$ cat config.mk
export PLATFORM = sky130hd
export DESIGN_NAME = dec_exe_latch_flat
export DESIGN_NICKNAME = d
export VERILOG_FILES = /design/src/rtl/dec_exe_latch_if.sv /design/src/rtl/dec_exe_latch.sv /design/src/flat_wrapper.sv
export SDC_FILE = /design/constraint.sdc
export NUM_CORES = 1
export LEC_CHECK = 0
export BUFFER_PORTS_ARGS = -buffer_cell sky130_fd_sc_hd__buf_2
export CORE_AREA = 3 3 151 153
export CTS_BUF_LIST = sky130_fd_sc_hd__clkbuf_8 sky130_fd_sc_hd__clkbuf_16
export CTS_CLUSTER_DIAMETER = 150
export CTS_CLUSTER_SIZE = 12
export DETAILED_ROUTE_END_ITERATION = 6
export DIE_AREA = 0 0 154 156
export GPL_ROUTABILITY_DRIVEN = 0
export HOLD_SLACK_MARGIN = 0.1
export PLACE_DENSITY = 0.65
export SLEW_MARGIN = 30
export SYNTH_ARGS = -nofsm -noshare
export SYNTH_HDL_FRONTEND = slang
export SYNTH_SLANG_ARGS = --single-unit
$ cat constraint.sdc
create_clock -name Clock -period 2.2 [get_ports Clock]
set_clock_uncertainty 0.05 [all_clocks]
set_input_delay 0.33 -clock Clock [delete_from_list [all_inputs] [get_ports Clock]]
set_output_delay 0.33 -clock Clock [all_outputs]
set_load 0.01 [all_outputs]
$ cat src/rtl/dec_exe_latch_if.sv
// dec_exe_latch_if: DEC-side inputs and EXE-side outputs of the DEC/EXE pipeline register.
interface dec_exe_latch_if #(parameter int DW = 32, parameter int CW = 16);
  logic          Stall;
  logic          Flush;
  logic          DecValid;
  logic [0:5]    OpCode;
  logic [0:5]    Function;
  logic [0:5]    Rd;
  logic [0:5]    Rs1;
  logic [0:5]    Rs2;
  logic [0:1]    Src1;
  logic [0:1]    Src2;
  logic [0:DW-1] RegRs1Data;
  logic [0:DW-1] RegRs2Data;
  logic [0:DW-1] MEMFwdData;
  logic [0:DW-1] WBFwdData;
  logic [0:DW-1] Imm;
  logic [0:DW-1] PC;
  logic [0:DW-1] EXEOpA;
  logic [0:DW-1] EXEOpB;
  logic [0:DW-1] EXEImm;
  logic [0:DW-1] EXEPC;
  logic [0:5]    EXEOpCode;
  logic [0:5]    EXEFunction;
  logic [0:5]    EXERd;
  logic          EXEValid;
  logic          HazardStall;
  logic          DecHold;
  logic [0:CW-1] BubbleCount;
  modport master (
    output Stall, Flush, DecValid, OpCode, Function, Rd, Rs1, Rs2, Src1, Src2,
           RegRs1Data, RegRs2Data, MEMFwdData, WBFwdData, Imm, PC,
    input  EXEOpA, EXEOpB, EXEImm, EXEPC, EXEOpCode, EXEFunction, EXERd, EXEValid,
           HazardStall, DecHold, BubbleCount
  );
  modport slave (
    input  Stall, Flush, DecValid, OpCode, Function, Rd, Rs1, Rs2, Src1, Src2,
           RegRs1Data, RegRs2Data, MEMFwdData, WBFwdData, Imm, PC,
    output EXEOpA, EXEOpB, EXEImm, EXEPC, EXEOpCode, EXEFunction, EXERd, EXEValid,
           HazardStall, DecHold, BubbleCount
  );
endinterface

$ cat src/rtl/dec_exe_latch.sv
// dec_exe_latch: DEC/EXE pipeline register with operand forwarding mux, load-use bubble insertion and bubble counter.
module dec_exe_latch #(
  parameter int DW = 32,
  parameter int CW = 16
) (
  input logic            Clock,
  input logic            nReset,
  dec_exe_latch_if.slave bus
);
  typedef struct packed {
    logic [DW-1:0] a;
    logic [DW-1:0] b;
    logic [DW-1:0] imm;
    logic [DW-1:0] pc;
    logic [5:0]    op;
    logic [5:0]    fn;
    logic [5:0]    rd;
    logic          v;
  } exe_t;
  localparam exe_t BUBBLE = '{a: '0, b: '0, imm: '0, pc: '0, op: 6'h00, fn: 6'h15, rd: '0, v: 1'b0};
  exe_t ex_q, ex_d, cap;
  logic [CW-1:0] cnt_q, cnt_d;
  logic [DW-1:0] op_a, op_b;
  logic          load, hazard;
  // Select 01 is reserved and falls through to the register file.
  assign op_a = bus.Src1 == 2'b10 ? bus.MEMFwdData : bus.Src1 == 2'b11 ? bus.WBFwdData : bus.RegRs1Data;
  assign op_b = bus.Src2 == 2'b10 ? bus.MEMFwdData : bus.Src2 == 2'b11 ? bus.WBFwdData : bus.RegRs2Data;
  assign load = ex_q.op >= 6'h20 && ex_q.op <= 6'h25;
  assign hazard = ex_q.v & load & bus.DecValid & (ex_q.rd != '0) &
                  ((ex_q.rd == bus.Rs1) | (ex_q.rd == bus.Rs2));
  assign cap = bus.DecValid ? '{a: op_a, b: op_b, imm: bus.Imm, pc: bus.PC, op: bus.OpCode,
                                fn: bus.Function, rd: bus.Rd, v: 1'b1} : BUBBLE;
  always_comb begin
    ex_d  = ex_q;
    cnt_d = cnt_q;
    if (bus.Flush) ex_d = BUBBLE;
    else if (!bus.Stall) begin
      ex_d  = hazard ? BUBBLE : cap;
      cnt_d = hazard && !(&cnt_q) ? cnt_q + 1'b1 : cnt_q;
    end
  end
  always_ff @(posedge Clock or negedge nReset) begin
    if (!nReset) begin
      ex_q  <= BUBBLE;
      cnt_q <= '0;
    end else begin
      ex_q  <= ex_d;
      cnt_q <= cnt_d;
    end
  end
  assign bus.EXEOpA      = ex_q.a;
  assign bus.EXEOpB      = ex_q.b;
  assign bus.EXEImm      = ex_q.imm;
  assign bus.EXEPC       = ex_q.pc;
  assign bus.EXEOpCode   = ex_q.op;
  assign bus.EXEFunction = ex_q.fn;
  assign bus.EXERd       = ex_q.rd;
  assign bus.EXEValid    = ex_q.v;
  assign bus.HazardStall = hazard;
  assign bus.DecHold     = bus.Stall | hazard;
  assign bus.BubbleCount = cnt_q;
endmodule
$ cat src/flat_wrapper.sv
// flat-port wrapper written by rule: the top's interface ports become plain ports
module dec_exe_latch_flat 
#(
  parameter int DW = 32,
  parameter int CW = 16
)
  (Clock, nReset, bus_Stall, bus_Flush, bus_DecValid, bus_OpCode, bus_Function, bus_Rd, bus_Rs1, bus_Rs2, bus_Src1, bus_Src2, bus_RegRs1Data, bus_RegRs2Data, bus_MEMFwdData, bus_WBFwdData, bus_Imm, bus_PC, bus_EXEOpA, bus_EXEOpB, bus_EXEImm, bus_EXEPC, bus_EXEOpCode, bus_EXEFunction, bus_EXERd, bus_EXEValid, bus_HazardStall, bus_DecHold, bus_BubbleCount);
  dec_exe_latch_if #(.DW(DW), .CW(CW)) bus_i ();
  input logic Clock;
  input logic nReset;
  input wire logic [$bits(bus_i.Stall)-1:0] bus_Stall;
  input wire logic [$bits(bus_i.Flush)-1:0] bus_Flush;
  input wire logic [$bits(bus_i.DecValid)-1:0] bus_DecValid;
  input wire logic [$bits(bus_i.OpCode)-1:0] bus_OpCode;
  input wire logic [$bits(bus_i.Function)-1:0] bus_Function;
  input wire logic [$bits(bus_i.Rd)-1:0] bus_Rd;
  input wire logic [$bits(bus_i.Rs1)-1:0] bus_Rs1;
  input wire logic [$bits(bus_i.Rs2)-1:0] bus_Rs2;
  input wire logic [$bits(bus_i.Src1)-1:0] bus_Src1;
  input wire logic [$bits(bus_i.Src2)-1:0] bus_Src2;
  input wire logic [$bits(bus_i.RegRs1Data)-1:0] bus_RegRs1Data;
  input wire logic [$bits(bus_i.RegRs2Data)-1:0] bus_RegRs2Data;
  input wire logic [$bits(bus_i.MEMFwdData)-1:0] bus_MEMFwdData;
  input wire logic [$bits(bus_i.WBFwdData)-1:0] bus_WBFwdData;
  input wire logic [$bits(bus_i.Imm)-1:0] bus_Imm;
  input wire logic [$bits(bus_i.PC)-1:0] bus_PC;
  output wire logic [$bits(bus_i.EXEOpA)-1:0] bus_EXEOpA;
  output wire logic [$bits(bus_i.EXEOpB)-1:0] bus_EXEOpB;
  output wire logic [$bits(bus_i.EXEImm)-1:0] bus_EXEImm;
  output wire logic [$bits(bus_i.EXEPC)-1:0] bus_EXEPC;
  output wire logic [$bits(bus_i.EXEOpCode)-1:0] bus_EXEOpCode;
  output wire logic [$bits(bus_i.EXEFunction)-1:0] bus_EXEFunction;
  output wire logic [$bits(bus_i.EXERd)-1:0] bus_EXERd;
  output wire logic [$bits(bus_i.EXEValid)-1:0] bus_EXEValid;
  output wire logic [$bits(bus_i.HazardStall)-1:0] bus_HazardStall;
  output wire logic [$bits(bus_i.DecHold)-1:0] bus_DecHold;
  output wire logic [$bits(bus_i.BubbleCount)-1:0] bus_BubbleCount;
  assign bus_i.Stall = bus_Stall;
  assign bus_i.Flush = bus_Flush;
  assign bus_i.DecValid = bus_DecValid;
  assign bus_i.OpCode = bus_OpCode;
  assign bus_i.Function = bus_Function;
  assign bus_i.Rd = bus_Rd;
  assign bus_i.Rs1 = bus_Rs1;
  assign bus_i.Rs2 = bus_Rs2;
  assign bus_i.Src1 = bus_Src1;
  assign bus_i.Src2 = bus_Src2;
  assign bus_i.RegRs1Data = bus_RegRs1Data;
  assign bus_i.RegRs2Data = bus_RegRs2Data;
  assign bus_i.MEMFwdData = bus_MEMFwdData;
  assign bus_i.WBFwdData = bus_WBFwdData;
  assign bus_i.Imm = bus_Imm;
  assign bus_i.PC = bus_PC;
  assign bus_EXEOpA = bus_i.EXEOpA;
  assign bus_EXEOpB = bus_i.EXEOpB;
  assign bus_EXEImm = bus_i.EXEImm;
  assign bus_EXEPC = bus_i.EXEPC;
  assign bus_EXEOpCode = bus_i.EXEOpCode;
  assign bus_EXEFunction = bus_i.EXEFunction;
  assign bus_EXERd = bus_i.EXERd;
  assign bus_EXEValid = bus_i.EXEValid;
  assign bus_HazardStall = bus_i.HazardStall;
  assign bus_DecHold = bus_i.DecHold;
  assign bus_BubbleCount = bus_i.BubbleCount;
  dec_exe_latch #(.DW(DW), .CW(CW)) u_core (.Clock(Clock), .nReset(nReset), .bus(bus_i));
endmodule
**Yosys cells after proc, flatten, opt, wreduce, memory -nomap -nowiden**

Index checks and enable logic that the tools add are counted.

- Flip-flop bits (word level): 163
- Input port bits: 231
- Output and inout port bits: 165
- Word-level logic and storage cells: 41

- Add/subtract/negate cells: 1
- $lt $le $gt $ge: 2
- Equality and inequality tests: 7
- Mux-type cells: 8
- Bitwise logic cells: 8
- Reduce and logical (&&, ||, !) cells: 6

Operators by type and width:

| operator | count |
|---|---|
| $mux 147 | 4 |
| $mux 32 | 4 |
| $add 16x1->16 const B | 1 |
| $reduce_and 16->1 | 1 |
| $eq 6x6->1 | 2 |
| $eq 2x2->1 const B | 4 |
| $ge 6x6->1 const B | 1 |
| $le 6x6->1 const B | 1 |
| $reduce_bool 6->1 | 1 |
| $and 1x1->1 | 4 |
| $reduce_and 3->1 | 1 |
| $logic_and 1x1->1 | 2 |
| $ne 2x1->1 const B | 1 |
| $not 1->1 | 2 |
| $or 1x1->1 | 2 |
| $logic_not 1->1 | 1 |

**Logic depth before layout (Yosys ltp)**

- Depth in word-level cells: 9
- Depth in mapped cells: 10
- Gate-level depth less buffers: 7

**Worst setup path before layout**

Ideal clock, no wire load.

- Path type: register to register
- Start point: reg u_core.ex_q (netlist bit u_core.bus.EXERd[3])
- End point: reg u_core.ex_q (netlist bit u_core.bus.EXEImm[10])
- Setup time: 121 ps
- Arrival time: 2,095 ps
- Data required time: 2,029 ps
- Slack: -66 ps
- Stages on the path, launching flop included: 11
- Path buffers: 4
- Period minus slack after synthesis: 2,266 ps
- Path through: dfrtp_1 xor2_1 nor4_1 a22oi_1 or2_1 buf_2 and3_4 buf_6 buf_6 buf_6 a22o_1

- Cells in the longest elaborated chain, start to end: 6
- Elaborated cells between the ends (all ways): 9
- Classes of those cells: eq/ne: 2; mux: 3; bitwise: 3; reduce/logical: 1

Ends and longest elaborated chain:

| what | RTL line | RTL |
|---|---|---|
| start: declaration | dec_exe_latch.sv:21 | `exe_t ex_q, ex_d, cap;` |
| start signal: assignment | dec_exe_latch.sv:44 | `ex_q <= BUBBLE;` |
| start signal: assignment | dec_exe_latch.sv:47 | `ex_q <= ex_d;` |
| $eq 6x6->1 or $reduce_bool 6->1 (tied branches) | dec_exe_latch.sv:30, dec_exe_latch.sv:29 |  |
| $or 1x1->1 or $and 1x1->1 (tied branches) | dec_exe_latch.sv:30, dec_exe_latch.sv:29 |  |
| $and 1x1->1 (*) | dec_exe_latch.sv:29 | `assign hazard = ex_q.v & load & bus.DecValid & (ex_q.rd != '0) &` |
| $mux 147 (*) | dec_exe_latch.sv:38 | `ex_d = hazard ? BUBBLE : cap;` |
| $mux 147 (*) | dec_exe_latch.sv:37 | `else if (!bus.Stall) begin` |
| $mux 147 (*) | dec_exe_latch.sv:36 | `if (bus.Flush) ex_d = BUBBLE;` |

Every way passes the cells marked *; elsewhere a longest branch is shown, timed or not. The select of a mux whose other input is x is not followed.
A chain may end at the register's enable or synchronous reset.

**Final worst setup path**

- Start point: reg u_core.ex_q (netlist bit u_core.bus.EXERd[3])
- End point: out bus_DecHold

- Cells in the longest elaborated chain, start to end: 4
- Elaborated cells between the ends (all ways): 7
- Classes of those cells: eq/ne: 2; bitwise: 4; reduce/logical: 1

Ends and longest elaborated chain:

| what | RTL line | RTL |
|---|---|---|
| $eq 6x6->1 or $reduce_bool 6->1 (tied branches) | dec_exe_latch.sv:30, dec_exe_latch.sv:29 |  |
| $or 1x1->1 or $and 1x1->1 (tied branches) | dec_exe_latch.sv:30, dec_exe_latch.sv:29 |  |
| $and 1x1->1 (*) | dec_exe_latch.sv:29 |  |
| $or 1x1->1 (*) | dec_exe_latch.sv:60 | `assign bus.DecHold = bus.Stall \| hazard;` |
| end: declaration | flat_wrapper.sv:36 | `output wire logic [$bits(bus_i.DecHold)-1:0] bus_DecHold;` |

Every way passes the cells marked *; elsewhere a longest branch is shown, timed or not.

==> flow_metrics.tcl <==
set metrics [dict create \
    grt_pass1_vias 7129 \
    ys_types 30 \
    slowest_delay_ns 0.44 \
    place_area_um2 9760 \
    drc 0 \
    wirelength_um 27900 \
    cp-end-kind "primary output" \
    hp-start "bus_PC[4]" \
    die-width_um 154 \
    syn_nets 935 \
    cp-start-kind "flop" \
    h-tree-depth 4 \
    antenna_found_initial 1 \
    nets 1416 \
    period_needed_ns 2.39 \
    port_buffers 395 \
    hold_viol_final 0 \
    crit_slowest_cell "dfrtp_2" \
    synth_ff_type "dfrtp_1" \
    clk_pin_slew_ns 0.06 \
    fin_tns_setup_ns -10.56 \
    crit_type "flop to primary output" \
    grt_pass1_wl_um 39600 \
    synth_area_per_cell_um2 10.5 \
    final_cell_mix "buf_2, dfrtp_1, nand2_1, a22o_1, dlygate4sd3_1" \
    fin_crit_sh 1.09 \
    peakVddDrop_mv 0.431 \
    r2r_start "u_core.bus.EXERd[3]" \
    cts_tree "built" \
    synthTopCellsByArea "dfrtp_1, a22o_1, mux2i_1, o21ai_0, nand2_1" \
    synth_seq_cells 163 \
    path_cells "xor2_1 -> nor4_1 -> a22oi_1 -> or2_4 -> buf_6 -> nand2b_4 -> buf_6" \
    num_rows 54 \
    stdcell_area_um2 11700 \
    cts-root-buf "clkbuf_16" \
    setup_viol 133 \
    hpwl_um 18900 \
    routedWlPerCell_um 18.9 \
    cp_max_fo 4 \
    initial_core_util 0.339 \
    cp.arrival_ns 2.01 \
    cellLeakagePower_nw 6.28 \
    cp_common_cell "buf_6" \
    worst_slack_ns -0.192 \
    overflow 0 \
    die_h_um 156 \
    area_delta_synth_final_pct 58.7 \
    via_per_inst 5.04 \
    syn_area_um2 7360 \
    power.density_nw_per_um2 628 \
    yosys_warnings 0 \
    insertion_delay_ns 0.42 \
    violations "setup timing" \
    ant_nets 0 \
    ios 396 \
    final_util 0.539 \
    synth_top_cell_by_area "dfrtp_1" \
    synth-edff-count 0 \
    core_area_um2 21700 \
    startpoint "u_core.bus.EXERd[3]" \
    drive_above_1_share 0.434 \
    grt_usage 0.207 \
    outcome "finished with violations" \
    final_common_cell "buf_2" \
    clock_path_buffers 2 \
    async_flop_share 1.00 \
    fin_cells 1477 \
    required_ns 1.82 \
    max_freq_ghz 0.418 \
    hp-class "input port to flop" \
    vias 7438 \
    cts_inserted_buffers 17 \
    drtIter0Drc 370 \
    dp.cells 1344 \
    grt_max_degree 75 \
    slew_headroom 0.603 \
    slew_viol_final 0 \
    synthCells 703 \
    fp.dieArea_um2 24000 \
    clock-sinks 163 \
    max_cap_viol_count 0 \
    grt_setup_unrepaired "true" \
    dr.pass1.iters 5 \
    tightest_slew_ns 0.594 \
    synth_top_area_frac 0.544 \
    ys_seq_area_frac 0.555 \
    antenna_cells 0 \
]
[final timing paths]
kind / endpoint / slack [ns] / depth (start not counted)
min reg2reg: u_core.bus.EXEOpA[22] / 0.42 / 2
max: bus_DecHold / -0.19 / 7
min in group asynchronous: u_core.bus.EXEPC[1] / 0.46 / 2
min: u_core.bus.EXEPC[27] / 0.14 / 2
max reg2reg: u_core.bus.EXEOpB[28] / -0.19 / 12
max in group asynchronous: u_core.bus.EXEFunction[5] / 0.95 / 3
[critical path: cells and delay by family, from the launching register on]
kind            cells  cell delay [ns]
compound gates      1             0.16
flops               1             0.44
buf+inv             2             0.23
xor+xnor            1             0.15
simple gates        3             0.63
[synth_stat cells (6+ instances only)]
master    count
mux2i_1      64
dfrtp_1     160
xnor2_1      12
a22o_1       79
clkbuf_1     33
o21ai_0     128
and3_1        6
nand2_1     138
xor2_1       15
buf_1        11
buf_2         9
nand3_1       8
[state kept, by name (all words and copies together) (netlist names)]
name / flops
u_core.bus.EXEImm: 32
u_core.bus.EXEOpA: 32
u_core.bus.EXEOpB: 32
u_core.bus.EXEPC: 32
u_core.bus.BubbleCount: 16
u_core.bus.EXEFunction: 6
u_core.bus.EXEOpCode: 6
u_core.bus.EXERd: 6
u_core.bus.EXEValid: 1
[what timing repair did]
item / 4_1_cts / 5_1_grt
endpoints found under the setup margin: 2 / 142
cloned: 0 / 14
hold endpoints to repair: 123 / 0
gates resized for setup: 10 / 111
setup buffers: 2 / 7
hold buffers: 78 / 0
pin swaps: 4 / 55
[per-layer routing]
metal / share of wire / vias up / routed length, um / global-route usage
li1: - / 3471 / - / -
met1: 0.41 / 3603 / 11300 / 0.259
met2: 0.50 / 328 / 14100 / 0.353
met3: 0.067 / 34 / 1860 / 0.0519
met4: 0.022 / 2 / 601 / 0.0656
met5: 0.00047 / - / 13 / 0
[cell families (layout without fill, tap and decap cells)]
family | after synthesis | in the layout | synth area share
and+or+nand+nor | 177 | 178 | 0.102
adders and majority gates | 1 | 1 | 0.00170
buffers and inverters | 58 | 551 | 0.0342
AOI/OAI and AO/OA | 212 | 212 | 0.187
muxes | 65 | 65 | 0.0886
DFF | 163 | 163 | 0.555
xor gates and xnor gates | 27 | 27 | 0.0321
[layout make-up]
class                           count  area (um2)
Fill cell                        1929       10000
Sequential cell                   163        4090
Timing Repair Buffer              517        3440
Multi-Input combinational cell    483        3210
Clock buffer                       18         439
Tap cell                          280         350
Clock inverter                     14         148
Inverter                            2        7.51
[where the power goes]
| group | internal, mW | switching (mW) | total [mW] |
|---|---|---|---|
| registers | 3.11 | 0.0698 | 3.18 |
| clock network | 1.63 | 1.34 | 2.98 |
| logic | 0.575 | 0.606 | 1.18 |
| total | 5.32 | 2.02 | 7.34 |
[through the flow]
stage | setup WS, ns | power, mW | hold WS [ns]
finish | -0.192 | 7.34 | 0.142
global route | -0.328 | 7.65 | 0.118
CTS | -0.256 | 7.31 | 0.105
detailed placement | 0.0315 | 4.20 | 0.303
global placement | 0.0969 | 4.19 | 0.287
floorplan | 0.00683 | 3.64 | -0.0156
(Power assumes the default switching activity.)
